File: config.mk
export PLATFORM = sky130hd
export DESIGN_NAME = csa_slice_sequencer_flat
export DESIGN_NICKNAME = d
export VERILOG_FILES = /design/src/rtl/csa_pkg.sv /design/src/rtl/csa_slice_sequencer_if.sv /design/src/rtl/csa_slice_sequencer.sv /design/src/flat_wrapper.sv
export SDC_FILE = /design/constraint.sdc
export NUM_CORES = 1
export LEC_CHECK = 0
export CAP_MARGIN = 15
export CORE_MARGIN = 2
export CORE_UTILIZATION = 50
export CTS_CLUSTER_SIZE = 12
export DETAILED_ROUTE_END_ITERATION = 16
export PLACE_DENSITY = 0.8
export SKIP_LAST_GASP = 1
export SLEW_MARGIN = 0
export SYNTH_ARGS = -nofsm -noshare
export SYNTH_HDL_FRONTEND = slang
export SYNTH_SLANG_ARGS = --single-unit
File: constraint.sdc
create_clock -name clk -period 2.4 [get_ports clk]
set_input_delay 0.24 -clock clk [delete_from_list [all_inputs] [get_ports clk]]
set_output_delay 0.24 -clock clk [all_outputs]
set_load 0.05 [all_outputs]
File: src/rtl/csa_pkg.sv
`default_nettype none
// ============================================================================
// Module : csa_pkg
// Brief  : Shared constants and FSM state type for the CSA slice sequencer.
// Rev    : 1.0
// ============================================================================
package csa_pkg;

    localparam int SLICE_W           = 4;
    localparam int DEFAULT_NSLICE    = 4;
    localparam int DEFAULT_ADDER_LAT = 1;

    typedef enum logic [1:0] {
        ST_IDLE  = 2'd0,
        ST_DRIVE = 2'd1,
        ST_WAIT  = 2'd2,
        ST_DONE  = 2'd3
    } state_t;

endpackage
`default_nettype wire

File: src/rtl/csa_slice_sequencer_if.sv
`default_nettype none
// ============================================================================
// Module : csa_slice_sequencer_if
// Brief  : Operand/result handshakes plus the slice bus to the external adder.
// Rev    : 1.0
// ============================================================================
interface csa_slice_sequencer_if #(
    parameter int NSLICE = csa_pkg::DEFAULT_NSLICE
) ();
    import csa_pkg::*;

    localparam int W = NSLICE * SLICE_W;

    logic               in_valid;
    logic               in_ready;
    logic [W-1:0]       in_a;
    logic [W-1:0]       in_b;
    logic               in_cin;
    logic [SLICE_W-1:0] slice_a;
    logic [SLICE_W-1:0] slice_b;
    logic               slice_cin;
    logic [SLICE_W-1:0] slice_s;
    logic               slice_cout;
    logic               out_valid;
    logic               out_ready;
    logic [W-1:0]       out_sum;
    logic               out_cout;

    // slave is the sequencer; master is everything around it (source, adder, sink)
    modport slave (
        input  in_valid, in_a, in_b, in_cin, slice_s, slice_cout, out_ready,
        output in_ready, slice_a, slice_b, slice_cin, out_valid, out_sum, out_cout
    );

    modport master (
        output in_valid, in_a, in_b, in_cin, slice_s, slice_cout, out_ready,
        input  in_ready, slice_a, slice_b, slice_cin, out_valid, out_sum, out_cout
    );

endinterface
`default_nettype wire

File: src/rtl/csa_slice_sequencer.sv
`default_nettype none
// ============================================================================
// Module : csa_slice_sequencer
// Brief  : Walks a W-bit add through an external 4-bit carry-select adder,
//          one slice at a time, rippling the carry through a register.
// Rev    : 1.0
// ============================================================================
module csa_slice_sequencer
    import csa_pkg::*;
#(
    parameter int NSLICE    = DEFAULT_NSLICE,
    parameter int ADDER_LAT = DEFAULT_ADDER_LAT
) (
    input  logic                  clk,
    input  logic                  rst,
    csa_slice_sequencer_if.slave  bus
);

    localparam int            W      = NSLICE * SLICE_W;
    localparam int            KW     = (NSLICE > 1) ? $clog2(NSLICE) : 1;
    localparam logic [KW-1:0] K_LAST = KW'(NSLICE - 1);

    state_t        state_q, state_d;
    logic [KW-1:0] k_q, k_d;
    logic [W-1:0]  a_q, a_d;
    logic [W-1:0]  b_q, b_d;
    logic [W-1:0]  sum_q, sum_d;
    logic [W-1:0]  out_sum_q, out_sum_d;
    logic          carry_q, carry_d;
    logic          out_cout_q, out_cout_d;
    logic          slice_active;
    logic          capture;

    always_ff @(posedge clk or posedge rst) begin
        if (rst) begin
            state_q    <= ST_IDLE;
            k_q        <= '0;
            a_q        <= '0;
            b_q        <= '0;
            sum_q      <= '0;
            out_sum_q  <= '0;
            carry_q    <= 1'b0;
            out_cout_q <= 1'b0;
        end else begin
            state_q    <= state_d;
            k_q        <= k_d;
            a_q        <= a_d;
            b_q        <= b_d;
            sum_q      <= sum_d;
            out_sum_q  <= out_sum_d;
            carry_q    <= carry_d;
            out_cout_q <= out_cout_d;
        end
    end

    always_comb begin
        state_d    = state_q;
        k_d        = k_q;
        a_d        = a_q;
        b_d        = b_q;
        sum_d      = sum_q;
        out_sum_d  = out_sum_q;
        carry_d    = carry_q;
        out_cout_d = out_cout_q;

        slice_active = (state_q == ST_DRIVE) || (state_q == ST_WAIT);
        // With a zero-latency adder the slice result is already valid while driving
        capture      = ((state_q == ST_DRIVE) && (ADDER_LAT == 0)) || (state_q == ST_WAIT);

        case (state_q)
            ST_IDLE: begin
                if (bus.in_valid) begin
                    a_d     = bus.in_a;
                    b_d     = bus.in_b;
                    carry_d = bus.in_cin;
                    sum_d   = '0;
                    k_d     = '0;
                    state_d = ST_DRIVE;
                end
            end
            ST_DRIVE: begin
                if (ADDER_LAT != 0) begin
                    state_d = ST_WAIT;
                end
            end
            ST_WAIT: begin
                state_d = ST_WAIT;
            end
            ST_DONE: begin
                if (bus.out_ready) begin
                    state_d = ST_IDLE;
                end
            end
            default: begin
                state_d = ST_IDLE;
            end
        endcase

        if (capture) begin
            sum_d[int'(k_q) * SLICE_W +: SLICE_W] = bus.slice_s;
            carry_d = bus.slice_cout;
            if (k_q == K_LAST) begin
                out_sum_d  = sum_d;
                out_cout_d = bus.slice_cout;
                state_d    = ST_DONE;
            end else begin
                k_d     = k_q + KW'(1);
                state_d = ST_DRIVE;
            end
        end
    end

    assign bus.in_ready  = (state_q == ST_IDLE);
    assign bus.out_valid = (state_q == ST_DONE);
    assign bus.out_sum   = out_sum_q;
    assign bus.out_cout  = out_cout_q;
    assign bus.slice_a   = slice_active ? a_q[int'(k_q) * SLICE_W +: SLICE_W] : '0;
    assign bus.slice_b   = slice_active ? b_q[int'(k_q) * SLICE_W +: SLICE_W] : '0;
    assign bus.slice_cin = slice_active ? carry_q : 1'b0;

endmodule
`default_nettype wire
File: src/flat_wrapper.sv
// flat-port wrapper written by rule: the top's interface ports become plain ports
module csa_slice_sequencer_flat import csa_pkg::*;
#(
    parameter int NSLICE    = DEFAULT_NSLICE,
    parameter int ADDER_LAT = DEFAULT_ADDER_LAT
)
  (clk, rst, bus_in_valid, bus_in_a, bus_in_b, bus_in_cin, bus_slice_s, bus_slice_cout, bus_out_ready, bus_in_ready, bus_slice_a, bus_slice_b, bus_slice_cin, bus_out_valid, bus_out_sum, bus_out_cout);
  csa_slice_sequencer_if #(.NSLICE(NSLICE)) bus_i ();
  input  logic clk;
  input  logic rst;
  input wire logic [$bits(bus_i.in_valid)-1:0] bus_in_valid;
  input wire logic [$bits(bus_i.in_a)-1:0] bus_in_a;
  input wire logic [$bits(bus_i.in_b)-1:0] bus_in_b;
  input wire logic [$bits(bus_i.in_cin)-1:0] bus_in_cin;
  input wire logic [$bits(bus_i.slice_s)-1:0] bus_slice_s;
  input wire logic [$bits(bus_i.slice_cout)-1:0] bus_slice_cout;
  input wire logic [$bits(bus_i.out_ready)-1:0] bus_out_ready;
  output wire logic [$bits(bus_i.in_ready)-1:0] bus_in_ready;
  output wire logic [$bits(bus_i.slice_a)-1:0] bus_slice_a;
  output wire logic [$bits(bus_i.slice_b)-1:0] bus_slice_b;
  output wire logic [$bits(bus_i.slice_cin)-1:0] bus_slice_cin;
  output wire logic [$bits(bus_i.out_valid)-1:0] bus_out_valid;
  output wire logic [$bits(bus_i.out_sum)-1:0] bus_out_sum;
  output wire logic [$bits(bus_i.out_cout)-1:0] bus_out_cout;
  assign bus_i.in_valid = bus_in_valid;
  assign bus_i.in_a = bus_in_a;
  assign bus_i.in_b = bus_in_b;
  assign bus_i.in_cin = bus_in_cin;
  assign bus_i.slice_s = bus_slice_s;
  assign bus_i.slice_cout = bus_slice_cout;
  assign bus_i.out_ready = bus_out_ready;
  assign bus_in_ready = bus_i.in_ready;
  assign bus_slice_a = bus_i.slice_a;
  assign bus_slice_b = bus_i.slice_b;
  assign bus_slice_cin = bus_i.slice_cin;
  assign bus_out_valid = bus_i.out_valid;
  assign bus_out_sum = bus_i.out_sum;
  assign bus_out_cout = bus_i.out_cout;
  csa_slice_sequencer #(.NSLICE(NSLICE), .ADDER_LAT(ADDER_LAT)) u_core (.clk(clk), .rst(rst), .bus(bus_i));
endmodule
### After elaboration in Yosys (flattened, before gate mapping)

Cells that the tools add are included.

| storage, ports and cells | value |
|---|---|
| register bits | 70 |
| bits in latches | 0 |
| bits in writable memories | 0 |
| ROM bits | 0 |
| input port bits | 42 |
| output and inout bits | 28 |
| memories | 0 |

| operators by class | value |
|---|---|
| add/subtract/negate cells | 2 |
| multipliers | 0 |
| divide/modulo/power cells | 0 |
| $lt $le $gt $ge | 0 |
| equality and inequality tests | 6 |
| shifts and indexed selects | 4 |
| muxes and demuxes | 19 |
| bitwise logic cells | 0 |
| reduce and logical (&&, ||, !) cells | 8 |

Operators by type and width:

| operator | number |
|---|---|
| 16-bit 2-to-1 mux | 3 |
| 4-bit negation with 33-bit output | 1 |
| 4-bit by 33-bit variable shift with 16-bit output, first input constant | 1 |
| 4-bit by 33-bit indexed part select with 16-bit output | 1 |
| 16-bit by 5-bit indexed part select with 4-bit output | 2 |
| 16-bit bitwise mux | 1 |
| 2-bit 2-to-1 mux | 8 |
| 4-bit 2-to-1 mux | 2 |
| 2-bit AND reduction | 4 |
| 2-bit equality test, second input constant | 3 |
| 3-bit by 2-bit != test with 1-bit output, second input constant | 2 |
| 2-bit case mux with 3 select lines | 1 |
| 1-bit 2-to-1 mux | 4 |
| 2-bit nonzero test | 2 |
| 2-bit by 1-bit adder with 2-bit output, second input constant | 1 |
| 2-bit by 1-bit equality test with 1-bit output, second input constant | 1 |
| 2-bit logical NOT | 1 |
| 1-bit logical OR | 1 |

### Longest topological paths before layout

Gate-level depths: netlist of the first run.

| depth | value |
|---|---|
| depth in word-level cells | 4 |
| gate-level depth with buffers | 9 |

### Least setup slack after synthesis of the first run

OpenSTA, ideal clock, no wires.

| path | value |
|---|---|
| kind | register to register |
| from | register u_core.k_q[1] |
| to | register u_core.sum_q[8] |
| setup time | 0.066 ns |
| data arrival time | 1.842 ns |
| data required time | 2.334 ns |
| path slack | 0.492 ns |
| stages on the path, launching flop included | 8 |
| buffers on the path | 2 |
| clock period less this slack | 1.908 ns |
| cell sequence | dfrtp_1 clkbuf_1 inv_1 ha_1 buf_4 nor4b_4 and3_1 a22o_1 |

| on the way | value |
|---|---|
| word-level cells in the longest chain between the ends | 4 |

Ends and longest elaborated chain:

| item | RTL line | RTL |
|---|---|---|
| from (decl) | csa_slice_sequencer.sv:24 | `logic [KW-1:0] k_q, k_d;` |
| from (signal assigned) | csa_slice_sequencer.sv:46 | `k_q <= k_d;` |
| 4-bit negation with 33-bit output * | csa_slice_sequencer.sv:100 | `sum_d[int'(k_q) * SLICE_W +: SLICE_W] = bus.slice_s;` |
| 4-bit by 33-bit indexed part select with 16-bit output / 4-bit by 33-bit variable shift with 16-bit output (equally long branches) | csa_slice_sequencer.sv:100 |  |
| 16-bit bitwise mux * | csa_slice_sequencer.sv:100 |  |
| 16-bit 2-to-1 mux * | csa_slice_sequencer.sv:99 | `if (capture) begin` |
| net u_core.sum_d[8] | csa_slice_sequencer.sv:27 | `logic [W-1:0] sum_q, sum_d;` |
| to (signal assigned) | csa_slice_sequencer.sv:49 | `sum_q <= sum_d;` |
| to (decl) | csa_slice_sequencer.sv:27 |  |

Mark *: on every way through the listed nets, which the timed path passes. The rest lies on a longest branch.
A chain may end at the register's enable or synchronous reset.

### Worst setup path in the final report of the first run

| path | value |
|---|---|
| from | register u_core.state_q[1] |
| to | output port bus_in_ready |

| on the way | value |
|---|---|
| word-level cells in the longest chain between the ends | 1 |

Ends and longest elaborated chain:

| item | RTL line | RTL |
|---|---|---|
| from (decl) | csa_slice_sequencer.sv:23 | `state_t state_q, state_d;` |
| from (signal assigned) | csa_slice_sequencer.sv:45 | `state_q <= state_d;` |
| 2-bit logical NOT | csa_slice_sequencer.sv:113 | `assign bus.in_ready = (state_q == ST_IDLE);` |
| to (decl) | flat_wrapper.sv:18 | `output wire logic [$bits(bus_i.in_ready)-1:0] bus_in_ready;` |

No other way between the ends.

==> impl_metrics.ini, run 1 <==
[synthesis]
count_of_synthesis_stage_warnings_from_yosys = 0
synthTopCellsByArea = dfrtp_1 53%, nand2_1 13%, mux4_2 5.8%, a22o_1 4.5%, ha_1 4.0%
post_synthesis_cell_area_mm2 = 0.00311
number_of_synthesized_flops_with_an_enable_pin = 0
postSynthRegisterBits = 66
fraction_of_registers_with_async_set_reset_pct = 100
synthFlopType = dfrtp_1
postSynthAreaPerCell_um2 = 9.97
synth_top_area_share_pct = 53.1
yosysUniqueCellTypes = 32
library_cell_occupying_the_most_area_in_the_post_synthesis_netlist = dfrtp_1
post_synth_inst_count = 312
most_instantiated_cells_after_synthesis = 107 x nand2_1, 66 x dfrtp_1, 20 x a21oi_1
synth_fp_nets = 364
synth_most_common_cell = nand2_1
synth-seq-area-share_pct = 53.1

[floorplanning]
floorplan.initialDensity_pct = 52.2
die_w_um = 82.9
die_area_mm2 = 0.00687
rows = 28
fp.dieH_um = 82.9
core_area_mm2 = 0.00596
num_io_pins = 70

[timing]
clock.fmax_mhz = 446
rsz_0062_raised_after_global_routing = false
timing.final.crit_period_ps = 2240
clock-skew-final_ps = 7.15
setup_viol = 0
maxSlewViolCount = 0
fin_setup_tns_ps = 0
max_slew.worst_pin.slew_ps = 569
slew_headroom_pct = 62.0
final.period_utilization_pct = 93.5
hold_viol = 0
fin_worst_hold_slack_ps = 275

[layout]
postLayoutCellArea_mm2 = 0.00404
layout.nets = 432
final-seq-area_mm2 = 0.00165
num-fill-cells = 450
final_layout_size_suffix_gt1_share_pct = 11.7
fin_util_pct = 67.8
area_growth_pct = 29.7
antenna_cells_inserted = 0
multi_input_gate_area_in_the_final_layout_mm2 = 0.00133

[global_route]
first_global_vias = 2497
overflow_left_after_global_routing = 0
grt_max_degree = 41
antenna_found_initial = 0
gr-usage-all-layers_pct = 21.8
grt_pass1_wl_um = 12000

[place]
placed_cell_area_mm2 = 0.00385
port_buffers = 69
dp.final_hpwl_um = 4880
gp_congestion = 0.780

[worst_setup_path]
ff2ff_setup_slack_ps = 510
critPathLaunch = u_core.state_q[1]$_DFFE_PP0P_
critical_path.startpoint_type = flip-flop
crit_fanout = 6
timing.setup.critical_path_class = reg2out
setup.worst_path.end_class = primary output
endpoint = bus_in_ready
timing.critical_path.arrival_ps = 2000
r2r_start = u_core.k_q[0]$_DFF_PP0_
worst-endpoint-required_ps = 2160
worstRegToRegCells = 6
rr_endpoint = u_core.sum_q[4]$_DFF_PP0_

[detailed_routing]
post_route_antenna_net_violation_count = 0
drt_first_iter_violations = 139
wl_um = 6970
drc = 0
drt_pass1_iterations = 4
wire_per_inst_um = 15.2
drt-met1-wl_um = 3060
met2_length_um = 3490
highest-signal-layer = met4
vias_per_cell = 5.28
wl_met3_um = 282
dr_total_vias = 2431

[cts]
cts-hold-fix-buffers = 0
htreeDepth = 3
post_cts_repair_setup_buffers = 0
worst_skew_pair.late_latency_ps = 340
cts_inserted_buffers = 9
tritoncts_clock_tree = built
cts_resized = 0
clock_tree.root_cell = clkbuf_8
cts.sinks = 66
ctsLongestPathBuffers = 2
cts.clk_slew.worst_paths_ps = 70

[outcome]
outcome = completed

[pwr]
cellLeakagePower_nw = 1.92
max-vdd-ir-drop_mv = 0.784
power_density_mw_per_mm2 = 1390
total_chip_power_w = 0.00561

[hold_path]
holdCritPathClass = in2async

[job]
maxCapViolations = 0
flip-flops by register name, summed over array words and instances (netlist names):
register / cells
u_core.sum_q: 12
u_core.bus.out_sum: 16
u_core.a_q: 16
u_core.state_q: 2
u_core.k_q: 2
u_core.carry_q: 1
u_core.b_q: 16
u_core.bus.out_cout: 1
critical path, cell delays in order, from the launching register on:
cell	delay, ps
dfrtp_1	430
inv_1	120
ha_1	260
clkdlybuf4s50_1	860
per-stage QoR:
step | setup WS, ps | std cells
6_report | 157 | 460
5_1_grt | 91.2 | 460
4_1_cts | 161 | 460
3_5_place_dp | 529 | 444
3_3_place_gp | 550 | 444
2_1_floorplan | 492 | 312
cells by family after synthesis:
family | share of synthesized area (%)
mux | 6.11
compound gates | 10.6
flops | 53.1
fa+ha+maj | 4.02
buf+inv | 4.10
simple gates | 22.1
worst min-delay path by stage:
stage	endpoint	slack (ps)	cells after the start
global placement	u_core.b_q[10]$_DFFE_PP0P_	450	2
detailed placement	u_core.b_q[8]$_DFFE_PP0P_	460	2
floorplan	u_core.a_q[0]$_DFFE_PP0P_	350	2
global route	u_core.bus.out_sum[2]$_DFFE_PP0P_	360	2
CTS	u_core.sum_q[1]$_DFF_PP0_	290	2
finish	u_core.bus.out_sum[2]$_DFFE_PP0P_	270	2
report_power, final:
group	switching [W]	internal [W]	total [W]
logic	0.00183	0.00110	0.00293
clock network	0.000416	0.000477	0.000892
registers	0.000246	0.00155	0.00179
per-layer routing:
metal	track usage, %	vias up
met4	9.99	0
li1	-	1189
met5	0	-
met2	36.4	68
met3	4.67	11
met1	27.3	1163
cell type report:
cell class	count	share of cell area (%)
flip-flops and latches	66	40.9
clock inverters	5	1.36
multi-input cells	219	33.0
clock buffers	11	3.26
repair buffers	78	18.5
well taps	75	2.33
inverters	6	0.558
cells in the final DEF (no fill, tap or decap), drive strengths merged, types with 2 or more instances in the layout:
cell type	synthesis	final
and4	2	2
clkdlybuf4s50	0	60
clkinvlp	0	2
buf	9	18
a221o	4	4
o21ai	3	3
a21oi	20	20
dfrtp	66	66
clkbuf	12	11
nand3	5	5
and2	11	11
nand4	4	4
nor2	11	11
clkinv	0	2
mux4	8	8
a22o	16	16
ha	10	10
nand2	107	107
nor2b	2	2
nor3	5	5
inv	6	6
Power figures use the tool's default switching activity.
==> run 2, diff against run 1 <==
--- a/config.mk
+++ b/config.mk
@@ -5,6 +5,7 @@
 export SDC_FILE = /design/constraint.sdc
 export NUM_CORES = 1
 export LEC_CHECK = 0
+export ABC_AREA = 0
 export CAP_MARGIN = 15
 export CORE_MARGIN = 2
 export CORE_UTILIZATION = 50
==> results of run 2 <==
Same layout as run 1: the final DEF is identical, and so are final timing and power.
==> run 3, diff against run 2 <==
--- a/config.mk
+++ b/config.mk
@@ -8,10 +8,11 @@
 export ABC_AREA = 0
 export CAP_MARGIN = 15
 export CORE_MARGIN = 2
-export CORE_UTILIZATION = 50
+export CORE_UTILIZATION = 55
 export CTS_CLUSTER_SIZE = 12
 export DETAILED_ROUTE_END_ITERATION = 16
-export PLACE_DENSITY = 0.8
+export DONT_BUFFER_PORTS = 1
+export PLACE_DENSITY = 0.71
 export SKIP_LAST_GASP = 1
 export SLEW_MARGIN = 0
 export SYNTH_ARGS = -nofsm -noshare
==> run 3 against run 2 <==
Effect of this change: clock power decreased by 5.8%; setup slack improved by 210 ps; first-iteration DRC count increased by 33%; highest routed layer unchanged; non-clock buffer count decreased by 51; power decreased by 9.6%.
==> impl_metrics.ini, run 3 (synthesis gave the netlist of run 1 again) <==
[global_route]
grt_max_degree = 67
antenna_found_initial = 0
globalRoute.busiestLayer = met2
grt_use_met1_pct = 29.0
gr-usage-met2_pct = 34.8
gr-usage-all-layers_pct = 22.7
grt_pass1_wl_um = 10700
first_global_vias = 2228
grt_use_met3_pct = 9.09
overflow_left_after_global_routing = 0

[timing]
slew_headroom_pct = 46.0
fin_setup_tns_ps = 0
rsz_0062_raised_after_global_routing = false
timing.final.crit_period_ps = 2030
setup_viol = 0
clock-skew-final_ps = 9.01
final.period_utilization_pct = 84.6
clock.fmax_mhz = 492
setup_ws_ps = 369
maxSlewViolCount = 0
max_slew.worst_pin.slew_ps = 810
hold_viol = 0

[floorplanning]
core_area_mm2 = 0.00547
die_w_um = 79.2
rows = 27
floorplan.initialDensity_pct = 56.9
die_area_mm2 = 0.00628
num_io_pins = 70
fp.dieH_um = 79.2

[cts]
ctsLongestPathBuffers = 2
cts.clk_slew.worst_paths_ps = 60
cts_inserted_buffers = 9
cts.sinks = 66
tritoncts_clock_tree = built
htreeDepth = 3
cts_resized = 0
post_cts_repair_setup_buffers = 0
clock_tree.root_cell = clkbuf_8
worst_skew_pair.late_latency_ps = 340
cts-hold-fix-buffers = 17

[layout]
final_layout_size_suffix_gt1_share_pct = 11.1
layout.cells.most_common = nand2_1
area_growth_pct = 13.3
num-fill-cells = 471
layout.nets = 381
fin_util_pct = 64.4
most_used_cells_in_the_layout_excluding_fill_and_tap_cells = 107 x nand2_1, 66 x dfrtp_1, 20 x a21oi_1, 17 x dlygate4sd3_1, 16 x a22o_1
antenna_cells_inserted = 0

[detailed_routing]
wire_per_inst_um = 15.9
wl_um = 6460
drt_pass1_iterations = 4
drc = 0
dr_total_vias = 2238
vias_per_cell = 5.51
drt_first_iter_violations = 185
post_route_antenna_net_violation_count = 0

[worst_setup_path]
critical_path.slowest_cell = and2_1
timing.setup.critical_path_class = reg2out
setup.worst_path.end_class = primary output
worst-endpoint-required_ps = 2160
critical_path.startpoint_type = flip-flop
crit_fanout = 9
max_stage_delay_ps = 510
cp_cell_sequence = inv_1, ha_1, and2_1
timing.critical_path.arrival_ps = 1790

[pwr]
cellLeakagePower_nw = 1.72
max-vdd-ir-drop_mv = 0.855
power_density_mw_per_mm2 = 1440
total_chip_power_w = 0.00507

[place]
detailedPlace.worstSlack_ps = 628
dp.final_hpwl_um = 4340
gp_congestion = 0.781
port_buffers = 0

[job]
maxCapViolations = 0

[outcome]
outcome = completed

[hold_path]
holdCritPathClass = in2reg
run 3: routing by layer:
metal	vias to the layer above	routed length (um)
li1	1089	-
met5	-	0
met2	66	3090
met4	0	115
met1	1072	2820
met3	11	426
run 3: cell type report:
| cell class | instances | area [um2] | share of cell area [%] |
|---|---|---|---|
| Sequential cell | 66 | 1650 | 46.9 |
| Multi-Input combinational cell | 219 | 1330 | 37.8 |
| Timing Repair Buffer | 27 | 245 | 6.96 |
| Clock buffer | 14 | 173 | 4.90 |
| Tap cell | 72 | 90.1 | 2.56 |
| Inverter | 6 | 22.5 | 0.639 |
| Clock inverter | 2 | 10.0 | 0.284 |
run 3: worst paths after layout:
path | start | endpoint | slack, ps | cells past startpoint
max in group asynchronous | rst | u_core.bus.out_sum[8]$_DFFE_PP0P_ | 1840 | 2
max | u_core.state_q[1]$_DFFE_PP0P_ | bus_slice_cin | 370 | 3
min reg2reg | u_core.a_q[9]$_DFFE_PP0P_ | u_core.a_q[9]$_DFFE_PP0P_ | 470 | 2
min | bus_in_a[12] | u_core.a_q[12]$_DFFE_PP0P_ | 10 | 2
max reg2reg | u_core.state_q[0]$_DFFE_PP0P_ | u_core.bus.out_sum[3]$_DFFE_PP0P_ | 620 | 5
min in group asynchronous | rst | u_core.b_q[8]$_DFFE_PP0P_ | 40 | 2
run 3: critical path, delay by kind of cell (launching register included):
kind,cells,cell delay [ps]
adders and majority gates,1,440
and+or+nand+nor,1,510
buffers and inverters,1,100
DFF,1,400
run 3: where the power goes:
group          switching, W  internal [W]
clock network      0.000383      0.000457
registers          0.000634       0.00154
logic               0.00134      0.000723
total               0.00235       0.00272
run 3: stage by stage:
stage          instance area [um2]  hold WS, ps  std cells
2_1_floorplan                 3110          345        312
3_3_place_gp                  3170          348        373
3_5_place_dp                  3170          350        373
4_1_cts                       3520         2.20        406
5_1_grt                       3520        0.331        406
6_report                      3520         14.4        406
